===== src/rtl/seg7_pkg.sv =====
// seg7_pkg: shared types, segment table and slot-length helper for the seven-segment scanner.
package seg7_pkg;

   typedef enum logic {BLANK, DRIVE} state_t;

   typedef struct packed {
      logic [15:0] val;
      logic [3:0]  dp;
   } disp_t;

   // Active-low g..a patterns, index = hex value.
   localparam logic [15:0][6:0] SEG_TBL = {
      7'h0E, 7'h06, 7'h21, 7'h46, 7'h03, 7'h08, 7'h10, 7'h00,
      7'h78, 7'h02, 7'h12, 7'h19, 7'h30, 7'h24, 7'h79, 7'h40
   };

   function automatic int calc_div(input int clk_hz, input int refresh_hz);
      return clk_hz / (refresh_hz * 4);
   endfunction

endpackage


===== src/rtl/seg7_decode.sv =====
// seg7_decode: hex nibble to active-low segments, with forced blank and decimal point.
module seg7_decode
   import seg7_pkg::*;
(
   input  logic [3:0] nib_i,
   input  logic       blank_i,
   input  logic       dp_i,
   output logic [6:0] seg_n_o,
   output logic       dp_n_o
);

   assign seg_n_o = blank_i ? 7'h7F : SEG_TBL[nib_i];
   assign dp_n_o  = ~dp_i;

endmodule


===== src/rtl/seg7_scan.sv =====
// seg7_scan: 4-digit multiplexed display driver with frame-aligned loads,
// per-slot anode blanking and optional leading-zero suppression.
module seg7_scan
   import seg7_pkg::*;
#(
   parameter int CLK_HZ       = 100_000_000,
   parameter int REFRESH_HZ   = 1000,
   parameter int BLANK_CYCLES = 500,
   parameter int LZ_SUPPRESS  = 0
) (
   input  logic        clk,
   input  logic        rst,
   input  logic [15:0] digit_in,
   input  logic [3:0]  dp_in,
   input  logic        load,
   output logic [6:0]  seg_n,
   output logic        dp_n,
   output logic [3:0]  an_n,
   output logic        frame_tick
);

   localparam int DIV = calc_div(CLK_HZ, REFRESH_HZ);
   localparam int PW  = $clog2(DIV);

   state_t          state_q, state_d;
   logic [PW-1:0]   presc_q, presc_d;
   logic [1:0]      idx_q, idx_d;
   disp_t           din, shadow_q, shadow_d, act_q, act_d;
   logic            pend_q, pend_d;
   logic [6:0]      seg_q, seg_d, dec_seg;
   logic            dp_q, dp_d, dec_dp;
   logic [3:0]      an_q, an_d, nz;
   logic            tick_q, slot_end, wrap, lz_blank;

   assign din = '{val: digit_in, dp: dp_in};
   assign nz  = {act_q.val[15:12] == 4'd0, act_q.val[11:8] == 4'd0,
                 act_q.val[7:4] == 4'd0, act_q.val[3:0] == 4'd0};
   // Digit idx is a leading zero when every nibble from idx upward is zero.
   assign lz_blank = LZ_SUPPRESS != 0 && idx_q != 2'd0 && &(nz | ~(4'hF << idx_q));

   seg7_decode u_dec (
      .nib_i   (act_q.val[{idx_q, 2'b00} +: 4]),
      .blank_i (lz_blank),
      .dp_i    (act_q.dp[idx_q]),
      .seg_n_o (dec_seg),
      .dp_n_o  (dec_dp)
   );

   always_comb begin
      slot_end = state_q == DRIVE && presc_q == PW'(DIV - 1);
      wrap     = slot_end && idx_q == 2'd3;
      presc_d  = slot_end ? '0 : presc_q + 1'b1;
      state_d  = state_q == BLANK ? (presc_q == PW'(BLANK_CYCLES - 1) ? DRIVE : BLANK)
                                  : (slot_end ? BLANK : DRIVE);
      idx_d    = slot_end ? idx_q + 2'd1 : idx_q;
      shadow_d = load ? din : shadow_q;
      // A load on the wrap cycle bypasses the shadow so the newest data wins.
      act_d    = wrap ? (load ? din : pend_q ? shadow_q : act_q) : act_q;
      pend_d   = !wrap && (load || pend_q);
      an_d     = state_q == DRIVE ? ~(4'b0001 << idx_q) : 4'hF;
      seg_d    = state_q == BLANK ? dec_seg : seg_q;
      dp_d     = state_q == BLANK ? dec_dp : dp_q;
   end

   always_ff @(posedge clk) begin
      if (rst) begin
         state_q  <= BLANK;
         presc_q  <= '0;
         idx_q    <= '0;
         shadow_q <= '0;
         act_q    <= '0;
         pend_q   <= 1'b0;
         seg_q    <= 7'h7F;
         dp_q     <= 1'b1;
         an_q     <= 4'hF;
         tick_q   <= 1'b0;
      end else begin
         state_q  <= state_d;
         presc_q  <= presc_d;
         idx_q    <= idx_d;
         shadow_q <= shadow_d;
         act_q    <= act_d;
         pend_q   <= pend_d;
         seg_q    <= seg_d;
         dp_q     <= dp_d;
         an_q     <= an_d;
         tick_q   <= wrap;
      end
   end

   assign seg_n      = seg_q;
   assign dp_n       = dp_q;
   assign an_n       = an_q;
   assign frame_tick = tick_q;

endmodule


===== config.mk =====
export PLATFORM = sky130hd
export DESIGN_NAME = seg7_scan
export DESIGN_NICKNAME = d
export VERILOG_FILES = /design/src/rtl/seg7_pkg.sv /design/src/rtl/seg7_decode.sv /design/src/rtl/seg7_scan.sv
export SDC_FILE = /design/constraint.sdc
export NUM_CORES = 1
export LEC_CHECK = 0
export ABC_AREA = 1
export CAP_MARGIN = 30
export CORE_UTILIZATION = 32
export CTS_CLUSTER_SIZE = 8
export DETAILED_ROUTE_END_ITERATION = 8
export DONT_BUFFER_PORTS = 1
export GPL_TIMING_DRIVEN = 0
export SLEW_MARGIN = 20
export SYNTH_ARGS = -nofsm -noshare
export SYNTH_HDL_FRONTEND = slang
export SYNTH_SLANG_ARGS = --single-unit

===== constraint.sdc =====
create_clock -name clk -period 2.4 [get_ports clk]
set_input_delay 0.36 -clock clk [delete_from_list [all_inputs] [get_ports clk]]
set_output_delay 0.36 -clock clk [all_outputs]
set_load 0.01 [all_outputs]

==> run summary, run 1 <==
Cells on worst reg2reg path: 13
Final WS setup: 0.4732 ns
Final worst path period need: 1.927 ns
Register bit total from synthesis: 72
Root Driver: clkbuf_8
# clock sinks: 72
Avg Vias per Cell: 4.597
Syn Inst Count: 434
Syn avg cell area: 7.501 um2
Startpoint Class: flip-flop
Sum Neg Setup Slack: 0 ns
Crit-path most repeated cell: nand3_1
Clock Tree Buf Depth: 2
Distinct cells, synth: 29
Critical Path Fanout Max: 11
Worst IR Drop VDD: 254.6 uV
Measured slew at the worst slew-check pin: 0.5147 ns
Vias: 2680
Nets: 479
Ant. Diodes: 0
Hold depth: 2
Clock Skew: 0.007821 ns
TritonCTS clock tree: yes
Critical path class: flip-flop to flip-flop
Leakage power: 1.514 nW
Max Clk Rate: 519.0 MHz
DP HPWL: 5118 um
Critical path arrival: 2.18 ns
Final Hold Violating Endpoints: 0
Seq/Total Area, Yosys: 44.27%
Final ANT Viol Nets: 0
IO Port Bufs: 0
Synth Cell Area: 3256 um2
Fin crit share: 80.28%
Std cell rows: 36
RSZ-0062 raised after global routing: false
CTS-repair resized insts: 0
Die area: 10580 um2
Cells along the critical path: inv_2 -> buf_2 -> nand2_1 -> nand3_1 -> nand2_1 -> inv_1 -> ha_1 -> inv_1 -> nand3_1 -> nand3_1 -> nand3_1 -> nand2_1 -> inv_1
Initial DRT Pass Iterations: 4
Slew Viols, Final: 0
Worst-path clk slew: 0.08 ns
Antenna violations before repair: 0
Syn Nets: 468
WL per Instance: 11.64 um
Final WL: 6785 um
CTS H-tree depth: 3
WP data required: 2.66 ns
Initial drt markers: 138
Final Cell Area: 3638 um2
# Post-CTS Setup Buffers: 0
Share of layout cells above drive strength 1: 8.889%
GRT Util Overall: 14.30%
Warning count from the yosys run: 0
Max stage delay on crit path: 0.43 ns
Die width: 102.9 um
Final weighted congestion in routability-driven placement: 0.8887
Largest net degree at the start of global routing: 13
P per Cell Area: 649.1 nW/um2
Worst min path class: primary input to flip-flop
First-pass GRT wire length: 11640 um
P&R area growth vs syn: 11.76%
Overflow after GRT: 0
I/O pin count: 36
Status: finished, final reports clean
Relative slew slack: 65.68%
Area after DPL: 3422 um2
CTS Hold Buffers Added: 0
Critical path endpoint category: flip-flop
Setup violators final: 0
Vias in the first global route: 2500
Skew-Pair Late Insertion Delay: 0.36 ns
DRC: 0
DP Worst Slack: 0.4856 ns
Maxcap violations: 0
Initial Util: 33.15%
Num CTS Buffers: 9
CP max stage cell: dfxtp_1
Core ar.: 9819 um2
Die height: 102.9 um
==> logic make-up (layout without fill, tap and decap cells) <==
kind of cell | count (synthesis) | count (layout) | share of synthesized area, %
fa+ha+maj | 11 | 11 | 4.227
flops | 72 | 72 | 44.27
xor+xnor | 4 | 4 | 1.076
simple gates | 249 | 249 | 33.32
mux | 20 | 20 | 6.149
compound gates | 25 | 25 | 3.920
buf+inv | 53 | 69 | 7.033
==> cell usage in the layout, fill, tap and decap left out, types with 11 or more instances in the layout <==
cell type  count
nand3_1       24
a21oi_1       14
nor2_1        91
ha_1          11
inv_1         31
mux2i_1       20
nand2_1       92
clkbuf_8      12
dfxtp_1       72
nand4_1       21
==> synthesized netlist by cell type <==
| cell | instances | area [um2] |
|---|---|---|
| a21oi_1 | 14 | 70.07 |
| buf_1 | 2 | 7.510 |
| buf_2 | 6 | 30.03 |
| buf_4 | 2 | 15.01 |
| buf_6 | 2 | 22.52 |
| clkbuf_1 | 7 | 26.28 |
| dfxtp_1 | 72 | 1441 |
| ha_1 | 11 | 137.6 |
| inv_1 | 31 | 116.4 |
| inv_2 | 3 | 11.26 |
| mux2i_1 | 20 | 200.2 |
| nand2_1 | 92 | 345.3 |
| nand2_2 | 4 | 25.02 |
| nand3_1 | 24 | 120.1 |
| nand3_2 | 2 | 20.02 |
| nand3b_1 | 1 | 7.510 |
| nand4_1 | 21 | 131.4 |
| nor2_1 | 91 | 341.6 |
| nor2_4 | 2 | 22.52 |
| nor3_1 | 7 | 35.03 |
| nor3_2 | 1 | 10.01 |
| nor3b_1 | 1 | 7.510 |
| nor4_1 | 1 | 6.260 |
| o211ai_1 | 1 | 7.510 |
| o21ai_0 | 7 | 35.03 |
| o21ai_1 | 3 | 15.01 |
| or2_2 | 2 | 12.51 |
| xnor2_1 | 1 | 8.760 |
| xor2_1 | 3 | 26.28 |
==> stage by stage <==
step / hold slack [ns] / total power, mW / utilization (%) / cells
after detailed placement: 0.4516 / 1.374 / 34.85 / 567
after CTS: 0.1669 / 2.390 / 37.05 / 583
after global placement: 0.4323 / 1.371 / 34.85 / 567
after global routing: 0.1714 / 2.470 / 37.05 / 583
after floorplan: 0.4175 / 1.348 / - / 434
final: 0.1792 / 2.362 / 37.05 / 583
==> state kept, by name (all words and copies together), names as in the netlist, 2 cells and up <==
signal,count
an_n,4
shadow_q,20
presc_q,15
seg_n,7
act_q,20
idx_q,2
==> report_power, final <==
| part | internal [mW] | total (mW) | switching [mW] | leakage (nW) |
|---|---|---|---|---|
| Sequential | 1.22 | 1.24 | 0.0143 | 0.587 |
| Clock | 0.565 | 1.02 | 0.452 | 0.109 |
| Combinational | 0.0376 | 0.106 | 0.0682 | 0.818 |
| Total | 1.83 | 2.36 | 0.535 | 1.51 |
==> routing by layer <==
layer	vias to the layer above	share of wire (%)	routed length (um)	track usage [%]
met5	-	0	0	0
met1	1205	48	3256	18.27
li1	1409	-	-	-
met4	0	2.0	136	5.850
met3	12	6.6	450	5.424
met2	54	43	2941	21.64
==> worst max-delay path: cells and delay by family (launching register included) <==
family	cells	cell delay (ns)
AND/OR/NAND/NOR	7	0.71
adder cells (fa/ha/maj)	1	0.22
buffers and inverters	5	0.46
flip-flops	1	0.43
==> worst paths after layout <==
kind / slack [ns] / start / to
worst max-delay path: 0.47 / idx_q[0] / seg_n[0]
worst min-delay path: 0.18 / digit_in[8] / shadow_q[12]
worst max register to register: 0.47 / idx_q[0] / seg_n[0]
worst min register to register: 0.46 / presc_q[0] / presc_q[0]
==> cell type report <==
type,count,area (um2)
Buffer,19,101.3
Clock buffer,12,165.2
Clock inverter,4,51.30
Fill cell,1069,6181
Inverter,34,127.6
Multi-Input combinational cell,309,1585
Sequential cell,72,1441
Tap cell,133,166.4
Power figures use the tool's default switching activity.
==> run 2, diff against run 1 <==
Clock period 2.4 ns to 1.7 ns, I/O delays scaled along.
==> run summary, run 2 (synthesized netlist as in run 1, its figures left out) <==
Std cell rows: 36 (unchanged)
Final worst path period need: 1.603 ns (was 1.927 ns)
Critical path class: flip-flop to flip-flop (unchanged)
CTS Hold Buffers Added: 0 (unchanged)
Vias in the first global route: 2524 (was 2500)
R2R setup slack: 0.1 ns (was 0.47 ns)
Avg Vias per Cell: 4.582 (was 4.597)
Largest net degree at the start of global routing: 13 (unchanged)
Worst min path class: primary input to flip-flop (unchanged)
Relative slew slack: 65.70% (was 65.68%)
Critical path endpoint category: flip-flop (unchanged)
Die area: 10580 um2 (unchanged)
Fillcell total: 1056 (was 1069)
Root Driver: clkbuf_8 (unchanged)
Die height: 102.9 um (unchanged)
Clock Skew: 0.008190 ns (was 0.007821 ns)
I/O pin count: 36 (unchanged)
Status: finished, final reports clean (unchanged)
Sum Neg Setup Slack: 0 ns (unchanged)
WP data required: 1.96 ns (was 2.66 ns)
Startpoint Class: flip-flop (unchanged)
Multi-input gate area: 1615 um2 (was 1585 um2)
Ant. Diodes: 0 (unchanged)
Final weighted congestion in routability-driven placement: 0.8887 (unchanged)
Share of layout cells above drive strength 1: 12.88% (was 8.889%)
Skew-Pair Late Insertion Delay: 0.36 ns (about the same)
Vias: 2708 (was 2680)
Maxcap violations: 0 (unchanged)
First-pass GRT wire length: 11700 um (was 11640 um)
Clock share of power: 43.0% (was 43.1%)
Hold_ws: 0.07450 ns (was 0.1792 ns)
Final WL: 6882 um (was 6785 um)
CTS H-tree depth: 3 (unchanged)
GRT Util Overall: 14.37% (was 14.30%)
Clock Tree Buf Depth: 2 (unchanged)
Initial drt markers: 185 (was 138)
WL per Instance: 11.64 um (about the same)
Critical path arrival: 1.86 ns (was 2.18 ns)
Initial Util: 33.15% (unchanged)
Switch Pwr: 0.7563 mW (was 0.5348 mW)
Most common cell after layout, fill and taps aside: nor2_1 (was nand2_1)
Most frequent cells in the layout: 91 x nor2_1, 90 x nand2_1, 69 x dfxtp_1 (was 92 x nand2_1, 91 x nor2_1, 72 x dfxtp_1)
Leakage power: 1.556 nW (was 1.514 nW)
Overflow after GRT: 0 (unchanged)
Worst IR Drop VDD: 351.0 uV (was 254.6 uV)
Nets: 487 (was 479)
Core ar.: 9819 um2 (unchanged)
Reg area: 1450 um2 (was 1441 um2)
PnR Total Power: 3.336 mW (was 2.362 mW)
P&R area growth vs syn: 15.57% (was 11.76%)
P per Cell Area: 886.7 nW/um2 (was 649.1 nW/um2)
IO Port Bufs: 0 (unchanged)
Worst-path clk slew: 0.07 ns (was 0.08 ns)
Max Clk Rate: 623.9 MHz (was 519.0 MHz)
Sequential share of power: 52.4% (was 52.5%)
Setup violators final: 0 (unchanged)
DRC: 0 (unchanged)
Sw frac: 22.67% (was 22.65%)
Area after DPL: 3422 um2 (unchanged)
Fin crit share: 94.29% (was 80.28%)
Die width: 102.9 um (unchanged)
Regs by FF count: act_q (20), shadow_q (20), presc_q (15) (unchanged)
Antenna violations before repair: 0 (unchanged)
Final ANT Viol Nets: 0 (unchanged)
Critical Path Fanout Max: 10 (was 11)
Measured slew at the worst slew-check pin: 0.5145 ns (was 0.5147 ns)
Gate power share: 4.6% (was 4.5%)
DP HPWL: 5118 um (unchanged)
Final Cell Area: 3762 um2 (was 3638 um2)
Final Hold Violating Endpoints: 0 (unchanged)
Num CTS Buffers: 9 (unchanged)
Slew Viols, Final: 0 (unchanged)
TritonCTS clock tree: yes (unchanged)
# clock sinks: 72 (unchanged)
Util after Layout: 38.32% (was 37.05%)
Internal power: 2.580 mW (was 1.827 mW)
Initial DRT Pass Iterations: 4 (unchanged)
==> run 2: cell types whose count changed in the layout (fill, tap and decap cells not counted), sizes merged <==
cell / change
clkinvlp: +1
buf: +8
inv: -1
==> run 2: area by class of cell <==
type / instances / share of cell area, %
flip-flops and latches: 72 / 38.54
multi-input cells: 309 / 42.93
well taps: 133 / 4.423
inverters: 34 / 3.492
repair buffers: 8 / 1.596
clock buffers: 12 / 4.390
clock inverters: 4 / 1.363
plain buffers: 19 / 3.259
==> run 2: repair_timing <==
action                     4_1_cts  5_1_grt
buffers inserted                 3        5
resized for setup                7       19
pin swaps                        1        5
setup endpoints to repair        7       38
==> run 2: final timing paths <==
| path | startpoint | cells past startpoint | endpoint |
|---|---|---|---|
| worst max register to register | idx_q[0] | 12 | seg_n[0] |
| worst min-delay path | digit_in[8] | 2 | shadow_q[12] |
| worst min register to register | presc_q[0] | 1 | presc_q[0] |
| worst max-delay path | idx_q[0] | 12 | seg_n[0] |
==> run 2: metrics by stage <==
stage / std cells / worst slack [ns]
2_1_floorplan: 434 / 0.05877
3_3_place_gp: 567 / -0.1762
3_5_place_dp: 567 / -0.2144
4_1_cts: 586 / 0.01396
5_1_grt: 591 / -0.008933
6_report: 591 / 0.09705
==> run 2: power by group through the flow <==
stage / clock network, mW / registers [mW] / logic [mW]
floorplan: 0 / 1.78 / 0.120
global placement: 0 / 1.79 / 0.148
detailed placement: 0 / 1.79 / 0.150
CTS: 1.47 / 1.75 / 0.151
global route: 1.56 / 1.75 / 0.175
finish: 1.43 / 1.75 / 0.154
==> run 2: critical path: stages (launching register included) <==
cell and delay, ns:
dfxtp_4 0.37, buf_6 0.13, nand2_1 0.07, nand3_1 0.11, nand2_2 0.11, buf_4 0.15
ha_1 0.19, nand3_1 0.11, nand2_1 0.06, nand2_1 0.05, nand3_1 0.06, nand2_1 0.07
inv_1 0.03
==> run 2: layer usage <==
metal | track usage [%] | share of wire, % | vias to the layer above | wire length [um]
met5 | 0 | 0 | - | 0
met4 | 5.850 | 1.9 | 0 | 131
met3 | 5.424 | 6.8 | 10 | 466
met1 | 18.23 | 47 | 1221 | 3248
li1 | - | - | 1428 | -
met2 | 21.95 | 44 | 49 | 3035
==> run 3, diff against run 2 <==
Settings changed: PLACE_DENSITY_LB_ADDON set to 0.3.
==> run summary, run 3 (synthesized netlist as in run 1, its figures left out) <==
Share of layout cells above drive strength 1: 12.88% (unchanged)
TritonCTS clock tree: yes (unchanged)
Sequential share of power: 52.6% (was 52.4%)
Measured slew at the worst slew-check pin: 0.5830 ns (was 0.5145 ns)
Util after Layout: 38.16% (was 38.32%)
Avg Vias per Cell: 4.563 (was 4.582)
Overflow after GRT: 0 (unchanged)
Ant. Diodes: 0 (unchanged)
Worst-path clk slew: 0.07 ns (about the same)
Setup violators final: 0 (unchanged)
First-pass GRT wire length: 11720 um (was 11700 um)
Die area: 10580 um2 (unchanged)
WL per Instance: 11.55 um (was 11.64 um)
Die width: 102.9 um (unchanged)
CTS H-tree depth: 3 (unchanged)
Gate power share: 4.5% (was 4.6%)
Final ANT Viol Nets: 0 (unchanged)
Most frequent cells in the layout: 91 x nor2_1, 90 x nand2_1, 70 x dfxtp_1 (was 91 x nor2_1, 90 x nand2_1, 69 x dfxtp_1)
P per Cell Area: 886.1 nW/um2 (was 886.7 nW/um2)
DP HPWL: 5063 um (was 5118 um)
DRC: 0 (unchanged)
Initial DRT Pass Iterations: 4 (unchanged)
Startpoint Class: flip-flop (unchanged)
Clock Skew: 0.01166 ns (was 0.008190 ns)
Final Cell Area: 3747 um2 (was 3762 um2)
Hold_ws: 0.08969 ns (was 0.07450 ns)
Core ar.: 9819 um2 (unchanged)
IO Port Bufs: 0 (unchanged)
Slew Viols, Final: 0 (unchanged)
Std cell rows: 36 (unchanged)
Worst min path class: primary input to flip-flop (unchanged)
Maxcap violations: 0 (unchanged)
Antenna violations before repair: 0 (unchanged)
Final worst path period need: 1.576 ns (was 1.603 ns)
Relative slew slack: 61.14% (was 65.70%)
Layout Cells excl Fill: 591 (unchanged)
Fin crit share: 92.72% (was 94.29%)
Status: finished, final reports clean (unchanged)
Placed cells: 567 (unchanged)
Largest net degree at the start of global routing: 13 (unchanged)
Final WL: 6824 um (was 6882 um)
P&R area growth vs syn: 15.10% (was 15.57%)
Critical path arrival: 1.81 ns (was 1.86 ns)
Final weighted congestion in routability-driven placement: 0.8897 (was 0.8887)
Critical path endpoint category: flip-flop (unchanged)
Clock Tree Buf Depth: 2 (unchanged)
RSZ-0062 raised after global routing: true
Max Clk Rate: 634.4 MHz (was 623.9 MHz)
Vias: 2697 (was 2708)
Num CTS Buffers: 9 (unchanged)
Initial Util: 33.15% (unchanged)
Worst IR Drop VDD: 360.3 uV (was 351.0 uV)
Root Driver: clkbuf_8 (unchanged)
Critical Path Fanout Max: 10 (unchanged)
Critical path class: flip-flop to flip-flop (unchanged)
Regs by FF count: act_q (20), shadow_q (20), presc_q (15) (unchanged)
Final WS setup: 0.1237 ns (was 0.09705 ns)
I/O pin count: 36 (unchanged)
Clock share of power: 42.9% (was 43.0%)
Sw frac: 22.38% (was 22.67%)
DP Worst Slack: -0.2075 ns (was -0.2144 ns)
Die height: 102.9 um (unchanged)
Initial drt markers: 58 (was 185)
Internal power: 2.577 mW (was 2.580 mW)
PnR Total Power: 3.321 mW (was 3.336 mW)
Area after DPL: 3422 um2 (unchanged)
Nets: 487 (unchanged)
Vias in the first global route: 2548 (was 2524)
Final Hold Violating Endpoints: 0 (unchanged)
Skew-Pair Late Insertion Delay: 0.34 ns (was 0.36 ns)
Sum Neg Setup Slack: 0 ns (unchanged)
Leakage power: 1.556 nW (about the same)
GRT Util Overall: 14.37% (about the same)
# clock sinks: 72 (unchanged)
WP data required: 1.93 ns (was 1.96 ns)
Switch Pwr: 0.7433 mW (was 0.7563 mW)
Most common cell after layout, fill and taps aside: nor2_1 (unchanged)
run 3: cell types whose count changed in the layout (fill, tap and decap cells not counted), sizes merged:
cell and change:
clkbuf +1, buf -1
run 3: power groups by stage:
stage | combinational (mW) | clock [mW] | sequential (mW)
after floorplan | 0.120 | 0 | 1.78
after global placement | 0.149 | 0 | 1.79
after detailed placement | 0.151 | 0 | 1.79
after CTS | 0.152 | 1.48 | 1.75
after global routing | 0.173 | 1.54 | 1.75
final | 0.151 | 1.42 | 1.75
run 3: worst max-delay path: stages, from the launching register on:
cell     delay [ns]
dfxtp_1        0.35
ha_2           0.22
nand2_1        0.06
nor2_1         0.10
nand2_1        0.09
nor2_4         0.17
inv_1          0.14
nand2_4        0.11
buf_4          0.18
nor2_1         0.06
run 3: cell type report:
type                       instances  area, um2
clock inverter                     4      51.30
multi-input combinational        309       1609
timing repair buffer               9      67.56
tap                              133      166.4
inverter                          34      133.9
sequential                        72       1449
buffer                            18      105.1
fill                            1051       6072
clock buffer                      12      165.2
run 3: worst paths after layout:
kind	start	to	slack, ns	depth (start not counted)
worst max register to register	presc_q[0]	presc_q[12]	0.12	9
worst min-delay path	digit_in[8]	shadow_q[12]	0.09	2
worst max-delay path	presc_q[0]	presc_q[12]	0.12	9
worst min register to register	presc_q[0]	presc_q[0]	0.45	1
run 3: repair_timing:
| item | 4_1_cts | 5_1_grt |
|---|---|---|
| setup buffers | 3 | 6 |
| resized for setup | 6 | 14 |
| pin swaps | 2 | 3 |
| setup endpoints to repair | 7 | 39 |
| hold buffers | 0 | 0 |
run 3: layer usage:
layer,wire [um],track usage [%],up-vias
li1,-,-,1434
met1,3265,17.91,1215
met2,3051,22.51,44
met3,444,5.763,4
met4,63,4.984,0
met5,0,0,-
